[src/rtl/gcd_ctrl_if.sv]
// ============================================================================
// Module      : gcd_ctrl_if
// Description : Handshake, comparator-flag and datapath-control bundle
//               between the GCD controller and its requester/datapath.
// Revision    : 1.0 - initial release
// ============================================================================
`default_nettype none

interface gcd_ctrl_if #(
  parameter int CNT_W = 10
);
  logic             start;
  logic             lt;
  logic             gt;
  logic             eq;
  logic             ldA;
  logic             ldB;
  logic             sel_in;
  logic             sel1;
  logic             busy;
  logic             done;
  logic             err;
  logic [CNT_W-1:0] iter_count;

  // Requester plus datapath side: issues start, supplies comparator flags.
  modport master (
    output start, lt, gt, eq,
    input  ldA, ldB, sel_in, sel1, busy, done, err, iter_count
  );

  // Controller side.
  modport slave (
    input  start, lt, gt, eq,
    output ldA, ldB, sel_in, sel1, busy, done, err, iter_count
  );
endinterface

`default_nettype wire

[src/rtl/gcd_ctrl.sv]
// ============================================================================
// Module      : gcd_ctrl
// Description : Control FSM for a subtractive-GCD datapath with two PIPO
//               operand registers, iteration limit and start/done handshake.
// Revision    : 1.0 - initial release
// ============================================================================
`default_nettype none

module gcd_ctrl #(
  parameter int MAX_ITER = 1023,
  parameter int CNT_W    = 10
) (
  input  wire logic   clk,
  input  wire logic   rst,
  gcd_ctrl_if.slave   ctrl
);

  localparam logic [CNT_W-1:0] c_max_iter = CNT_W'(MAX_ITER);

  typedef enum logic [2:0] {
    S_IDLE    = 3'd0,
    S_LOAD_A  = 3'd1,
    S_LOAD_B  = 3'd2,
    S_COMPARE = 3'd3,
    S_SUB_A   = 3'd4,
    S_SUB_B   = 3'd5,
    S_DONE    = 3'd6,
    S_ERR     = 3'd7
  } state_t;

  state_t           r_state;
  state_t           w_next;
  logic [CNT_W-1:0] r_iter;

  logic w_ldA;
  logic w_ldB;
  logic w_sel_in;
  logic w_sel1;
  logic w_busy;
  logic w_done;
  logic w_err;

  always_ff @(posedge clk or posedge rst) begin
    if (rst) begin
      r_state <= S_IDLE;
    end else begin
      r_state <= w_next;
    end
  end

  // Limit is checked in COMPARE before any further subtract, so the counter
  // can never pass MAX_ITER and therefore never wraps.
  always_ff @(posedge clk or posedge rst) begin
    if (rst) begin
      r_iter <= '0;
    end else if (r_state == S_IDLE && ctrl.start) begin
      r_iter <= '0;
    end else if (r_state == S_SUB_A || r_state == S_SUB_B) begin
      r_iter <= r_iter + CNT_W'(1);
    end
  end

  always_comb begin
    w_next = r_state;
    case (r_state)
      S_IDLE:    if (ctrl.start) w_next = S_LOAD_A;
      S_LOAD_A:  w_next = S_LOAD_B;
      S_LOAD_B:  w_next = S_COMPARE;
      S_COMPARE: begin
        if (ctrl.eq) begin
          w_next = S_DONE;
        end else if (r_iter == c_max_iter) begin
          w_next = S_ERR;
        end else if (ctrl.gt) begin
          w_next = S_SUB_A;
        end else if (ctrl.lt) begin
          w_next = S_SUB_B;
        end else begin
          w_next = S_ERR;
        end
      end
      S_SUB_A:   w_next = S_COMPARE;
      S_SUB_B:   w_next = S_COMPARE;
      S_DONE:    w_next = S_IDLE;
      S_ERR:     w_next = S_IDLE;
      default:   w_next = S_IDLE;
    endcase
  end

  // Moore output decode.
  always_comb begin
    w_ldA    = 1'b0;
    w_ldB    = 1'b0;
    w_sel_in = 1'b0;
    w_sel1   = 1'b0;
    w_busy   = (r_state != S_IDLE);
    w_done   = 1'b0;
    w_err    = 1'b0;
    case (r_state)
      S_LOAD_A: begin
        w_ldA    = 1'b1;
        w_sel_in = 1'b1;
      end
      S_LOAD_B: begin
        w_ldB    = 1'b1;
        w_sel_in = 1'b1;
      end
      S_SUB_A: begin
        w_ldA = 1'b1;
      end
      S_SUB_B: begin
        w_ldB  = 1'b1;
        w_sel1 = 1'b1;
      end
      S_DONE: begin
        w_done = 1'b1;
      end
      S_ERR: begin
        w_done = 1'b1;
        w_err  = 1'b1;
      end
      default: ;
    endcase
  end

  assign ctrl.ldA        = w_ldA;
  assign ctrl.ldB        = w_ldB;
  assign ctrl.sel_in     = w_sel_in;
  assign ctrl.sel1       = w_sel1;
  assign ctrl.busy       = w_busy;
  assign ctrl.done       = w_done;
  assign ctrl.err        = w_err;
  assign ctrl.iter_count = r_iter;

endmodule

`default_nettype wire
[src/flat_wrapper.sv]
// flat-port wrapper written by rule: the top's interface ports become plain ports
module gcd_ctrl_flat 
#(
  parameter int MAX_ITER = 1023,
  parameter int CNT_W    = 10
)
  (clk, rst, ctrl_start, ctrl_lt, ctrl_gt, ctrl_eq, ctrl_ldA, ctrl_ldB, ctrl_sel_in, ctrl_sel1, ctrl_busy, ctrl_done, ctrl_err, ctrl_iter_count);
  gcd_ctrl_if #(.CNT_W(CNT_W)) ctrl_i ();
  input  wire logic clk;
  input  wire logic rst;
  input wire logic [$bits(ctrl_i.start)-1:0] ctrl_start;
  input wire logic [$bits(ctrl_i.lt)-1:0] ctrl_lt;
  input wire logic [$bits(ctrl_i.gt)-1:0] ctrl_gt;
  input wire logic [$bits(ctrl_i.eq)-1:0] ctrl_eq;
  output wire logic [$bits(ctrl_i.ldA)-1:0] ctrl_ldA;
  output wire logic [$bits(ctrl_i.ldB)-1:0] ctrl_ldB;
  output wire logic [$bits(ctrl_i.sel_in)-1:0] ctrl_sel_in;
  output wire logic [$bits(ctrl_i.sel1)-1:0] ctrl_sel1;
  output wire logic [$bits(ctrl_i.busy)-1:0] ctrl_busy;
  output wire logic [$bits(ctrl_i.done)-1:0] ctrl_done;
  output wire logic [$bits(ctrl_i.err)-1:0] ctrl_err;
  output wire logic [$bits(ctrl_i.iter_count)-1:0] ctrl_iter_count;
  assign ctrl_i.start = ctrl_start;
  assign ctrl_i.lt = ctrl_lt;
  assign ctrl_i.gt = ctrl_gt;
  assign ctrl_i.eq = ctrl_eq;
  assign ctrl_ldA = ctrl_i.ldA;
  assign ctrl_ldB = ctrl_i.ldB;
  assign ctrl_sel_in = ctrl_i.sel_in;
  assign ctrl_sel1 = ctrl_i.sel1;
  assign ctrl_busy = ctrl_i.busy;
  assign ctrl_done = ctrl_i.done;
  assign ctrl_err = ctrl_i.err;
  assign ctrl_iter_count = ctrl_i.iter_count;
  gcd_ctrl #(.MAX_ITER(MAX_ITER), .CNT_W(CNT_W)) u_core (.clk(clk), .rst(rst), .ctrl(ctrl_i));
endmodule
[config.mk]
export PLATFORM = sky130hd
export DESIGN_NAME = gcd_ctrl_flat
export DESIGN_NICKNAME = d
export VERILOG_FILES = /design/src/rtl/gcd_ctrl_if.sv /design/src/rtl/gcd_ctrl.sv /design/src/flat_wrapper.sv
export SDC_FILE = /design/constraint.sdc
export NUM_CORES = 1
export LEC_CHECK = 0
export CAP_MARGIN = 20
export CORE_UTILIZATION = 41
export DETAILED_ROUTE_END_ITERATION = 8
export GPL_TIMING_DRIVEN = 0
export PLACE_DENSITY_LB_ADDON = 0.08
export SLEW_MARGIN = 10
export SYNTH_ARGS = -nofsm -noshare
export SYNTH_HDL_FRONTEND = slang
export SYNTH_SLANG_ARGS = --single-unit
[constraint.sdc]
create_clock -name clk -period 1.3 [get_ports clk]
set_input_delay 0.195 -clock clk [delete_from_list [all_inputs] [get_ports clk]]
set_output_delay 0.195 -clock clk [all_outputs]
set_load 0.03 [all_outputs]
Word level (Yosys, flattened, before mapping)
Cells that the tools add are included.
{"block": "word_totals", "reg_bits": 13, "inputBits": 6, "output_inout_bits": 17, "wordCells": 36}
{"block": "classes", "add_sub_neg": 1, "eq_ne": 9, "mux": 14, "reduce_logical": 10}
{"cell": "10-bit two-way mux", "count": 2}
{"cell": "3-bit one-hot mux with 5 select lines", "count": 1}
{"cell": "3-bit equality test, second input constant", "count": 4}
{"cell": "3-bit two-way mux", "count": 4}
{"cell": "10-bit by 1-bit adder with 10-bit output, second input constant", "count": 1}
{"cell": "10-bit equality test, second input constant", "count": 1}
{"cell": "2-bit OR reduction", "count": 4}
{"cell": "3-bit by 2-bit equality test with 1-bit output, second input constant", "count": 2}
{"cell": "1-bit two-way mux", "count": 6}
{"cell": "3-bit by 1-bit equality test with 1-bit output, second input constant", "count": 1}
{"cell": "3-bit logical NOT", "count": 1}
{"cell": "3-bit nonzero test", "count": 1}
{"cell": "3-bit OR reduction", "count": 1}
{"cell": "2-bit two-way mux", "count": 1}
{"cell": "2-bit != test, second input constant", "count": 1}
{"cell": "2-bit nonzero test", "count": 1}
{"cell": "1-bit logical AND", "count": 1}
{"cell": "1-bit logical OR", "count": 1}

Depth between registers and ports, before layout
{"block": "depth", "depth_word": 5, "mapped_depth": 5, "depth_no_buf": 4}

Worst setup path after synthesis
No wires, ideal clock.
{"block": "synth_path", "path_kind": "register to register", "from": "register u_core.r_iter[0], in the netlist u_core.ctrl.iter_count[0]", "to": "register u_core.r_iter[8], in the netlist u_core.ctrl.iter_count[8]", "arrival_ns": 1.586, "required_time_ns": 1.226, "setup_slack_ns": -0.359, "path_stages_with_launch": 5, "synth_period_minus_slack_ns": 1.659, "cell_sequence": "dfrtp_1 ha_1 nand4b_4 or4_4 a21oi_2"}
{"block": "synth_via", "elab_chain_cells": 3}
{"element": "start: declaration", "line": "gcd_ctrl.sv:33", "rtl": "logic [CNT_W-1:0] r_iter;"}
{"element": "start signal: assignment", "line": "gcd_ctrl.sv:59", "rtl": "r_iter <= r_iter + CNT_W'(1);"}
{"element": "10-bit by 1-bit adder with 10-bit output", "line": "gcd_ctrl.sv:59"}
{"element": "10-bit two-way mux", "line": "gcd_ctrl.sv:58", "rtl": "end else if (r_state == S_SUB_A || r_state == S_SUB_B) begin"}
{"element": "10-bit two-way mux", "line": "gcd_ctrl.sv:56", "rtl": "end else if (r_state == S_IDLE && ctrl.start) begin"}
Every way passes these cells. The select of a mux whose other input is x is not followed.
A chain may end at the register's enable or synchronous reset.

Worst setup path after layout
{"block": "layout_path", "from": "register u_core.r_state[2]", "to": "output port ctrl_ldA"}
{"block": "layout_via", "elab_chain_cells": 3, "elab_cells_between_ends": 4}
{"element": "start: declaration", "line": "gcd_ctrl.sv:31", "rtl": "state_t r_state;"}
{"element": "start signal: assignment", "line": "gcd_ctrl.sv:47", "rtl": "r_state <= w_next;"}
{"element": "3-bit by 1-bit equality test with 1-bit output or 3-bit equality test (tied branches)", "line": "gcd_ctrl.sv:99", "rtl": "case (r_state)"}
{"element": "2-bit OR reduction (no source line) (*)"}
{"element": "1-bit two-way mux (*)", "line": "gcd_ctrl.sv:99"}
{"element": "end: declaration", "line": "flat_wrapper.sv:15", "rtl": "output wire logic [$bits(ctrl_i.ldA)-1:0] ctrl_ldA;"}
Mark *: on every way between the ends. The rest lies on a longest branch, timed or not.

==> metrics.txt <==
status=complete, but fails checks; failing checks=negative setup slack; Final min period=approximately 1500 ps; IO Port Bufs=22; Synth Flop Type=dfrtp_1; Hold/Removal Path Class=input port to async pin; die height=approximately 46 um; Critical R2R Capture=u_core.ctrl.iter_count[8]; clk buf depth=2; Peak Freq=approximately 690 MHz; crit end category=primary output; # nets final=~130; CTS Hold Bufs=0; Initial Util=between 40% and 50%; htree depth=1; antenna fix cells=0; global route overflow=0; Mapped Area=between 700 and 800 um2; Worst R2R Setup Slack=-80 ps; CP Class=register to primary output; Die W=46.0 um; largest net degree at the start of global routing=14; worst-path fanout max=5; Clk pin slew, worst setup/hold paths=~80 ps; Min Hold Slack=247 ps; cell taking the most area after synthesis=dfrtp_1; CP top delay family=flip-flops; std cell rows=15; Worst Tran Pin Value=around 520 ps; fin crit share=112%; Post-DP Area=between 1000 and 1500 um2; core area=1760 um2; DP Wirelength=between 1 and 1.5 mm; Final ANT Viol Nets=0; DRC violations left=0; Hold Violations, Final=0; 1st-pass router iterations=4; die footprint=2120 um2; Async SR Flop Fraction=100%; CTS tree=yes; total CTS buffers=3; clk root buf=clkbuf_4; Post-synth EDFFs=0; initial antenna violation count=0; ratio of cells with drive above 1 in the final layout=between 50% and 60%; final setup skew=around 1.5 ps; critical path, cell by cell=buf_6 -> xnor2_1 -> nor2_1 -> buf_4; CP max stage delay=roughly 450 ps; Detailed Route Iter0 Violations=7; first-pass GRT wire length=3.08 mm; Fillers=around 140; normalized max-slew margin=between 60 and 70%; Arr. time, crit path=1260 ps; count of yosys warnings during synthesis=0; RR Startpoint=u_core.r_state[1]; Avg WL per Cell=approximately 13 um; pwr/cell area=roughly 2200 nW/um2; via count=777; clk sinks=13; total negative slack=-862 ps; Via density=around 5.4; CP Data Required Time=roughly 1100 ps; Synthesized Nets=slightly above 90; Yosys reg bits=13; IO Pins=23; drt total wl=just under 2 mm; unrepaired setup endpoints after global routing=true; Final GP Congestion=~0.74; peak supply drop=approximately 1.5 mV; top cells by area, synth=dfrtp_1 41%, buf_6 4.3%, a21oi_1 3.8%, nand2_1 3.8%, nor2_1 3.3%; Core Util, Final=70.4%; CP max stage cell=dfrtp_2; Netlist cell types=35; Gate Count Post-Synth=84; startpoint class of the critical path=register; clock latency at the later pin of the worst-skew pair=around 280 ps; Buf/Inv on CP=2; Avg Synthesized Cell Area=9.46 um2; Lkg Pwr=around 0.00054 uW; Seq/Total Area, Yosys=between 40 and 50%; Synth top area share=around two fifths; number of setup violations in the final report=11; vias in the first global route=just under 700; Total GRT Usage=between 20% and 30%; Synth-to-Final Area Change=56.4%; max_cap viols=0; fin. max-slew vios=0; Reg2Reg Depth=4; Design Area, Final=roughly 1200 um2; post-route setup slack=-157 ps
[sequential cells by signal, indices dropped and copies added (netlist names)]
register                flops
u_core.r_state              3
u_core.ctrl.iter_count     10
[per-layer routing]
layer / part of all wire [%] / up-vias / global-route usage [%]
met5: 0 / - / 0
met4: 2.3 / 0 / 13.5
met2: 50 / 23 / 34.4
met1: 42 / 383 / 25.7
li1: - / 367 / -
met3: 5.5 / 4 / 4.76
[power by group]
group | internal, uW | leakage, uW | switching, uW
sequential | 550 | 0.000159 | 172
clock | 119 | 0.0000150 | 137
combinational | 800 | 0.000366 | 993
total | 1470 | 0.000540 | 1300
[layout by cell type, fill, tap and decap left out, drive strengths merged, types with 2 or more instances in the layout]
master / count
nand2: 8
dfrtp: 13
a21oi: 7
nand3: 4
clkdlybuf4s15: 4
buf: 21
nor2: 7
o21ai: 3
clkdlybuf4s50: 5
xnor2: 3
clkbuf: 10
nand2b: 2
o31ai: 2
or3: 3
mux2i: 2
inv: 6
nor3: 3
or4: 2
[how the worst max path moves through the flow]
stage / depth (start not counted) / end / slack [ps] / startpoint
4_1_cts: 4 / u_core.ctrl.iter_count[8] / -170 / u_core.r_state[2]
2_1_floorplan: 4 / u_core.ctrl.iter_count[8] / -170 / u_core.ctrl.iter_count[0]
3_3_place_gp: 4 / ctrl_ldB / -450 / u_core.r_state[2]
3_5_place_dp: 4 / ctrl_ldB / -460 / u_core.r_state[2]
5_1_grt: 4 / ctrl_ldA / -240 / u_core.r_state[2]
6_report: 4 / ctrl_ldA / -160 / u_core.r_state[2]
[cell families (layout without fill, tap and decap cells)]
logic type / count (synthesis) / in the layout / synth area share [%]
simple gates: 36 / 36 / 27.4
compound gates: 17 / 17 / 14.6
flops: 13 / 13 / 40.9
buf+inv: 11 / 46 / 8.50
xor+xnor: 4 / 4 / 4.41
mux: 2 / 2 / 2.52
fa+ha+maj: 1 / 1 / 1.57
[area by class of cell]
| class | count | area, um2 | share of cell area, % |
|---|---|---|---|
| Inverter | 6 | 27.5 | 2.22 |
| Buffer | 3 | 33.8 | 2.72 |
| Tap cell | 25 | 31.3 | 2.52 |
| Timing Repair Buffer | 33 | 277 | 22.3 |
| Clock buffer | 4 | 26.3 | 2.11 |
| Multi-Input combinational cell | 60 | 512 | 41.2 |
| Sequential cell | 13 | 335 | 27.0 |
[repair_timing]
action,CTS,global route
cloned,1,0
buffers inserted,6,4
endpoints found under the setup margin,29,25
pin swaps,6,5
gates resized for setup,74,27
[cell usage after synthesis (2+ instances only)]
library cell,number
xnor2_1,3
o31ai_1,2
nor2_1,7
or3_2,2
nand3_1,3
buf_6,3
nor3_1,3
nand2_1,8
mux2i_1,2
inv_1,6
nand2b_1,2
dfrtp_1,13
o21ai_0,3
a21oi_1,6
[stage by stage]
| step | instances | total power [uW] | worst slack, ps |
|---|---|---|---|
| global route | 144 | 2950 | -237 |
| detailed placement | 131 | 2270 | -457 |
| floorplan | 84 | 1760 | -172 |
| finish | 144 | 2770 | -157 |
| CTS | 140 | 2630 | -174 |
| global placement | 131 | 2250 | -450 |
(Power assumes the default switching activity.)
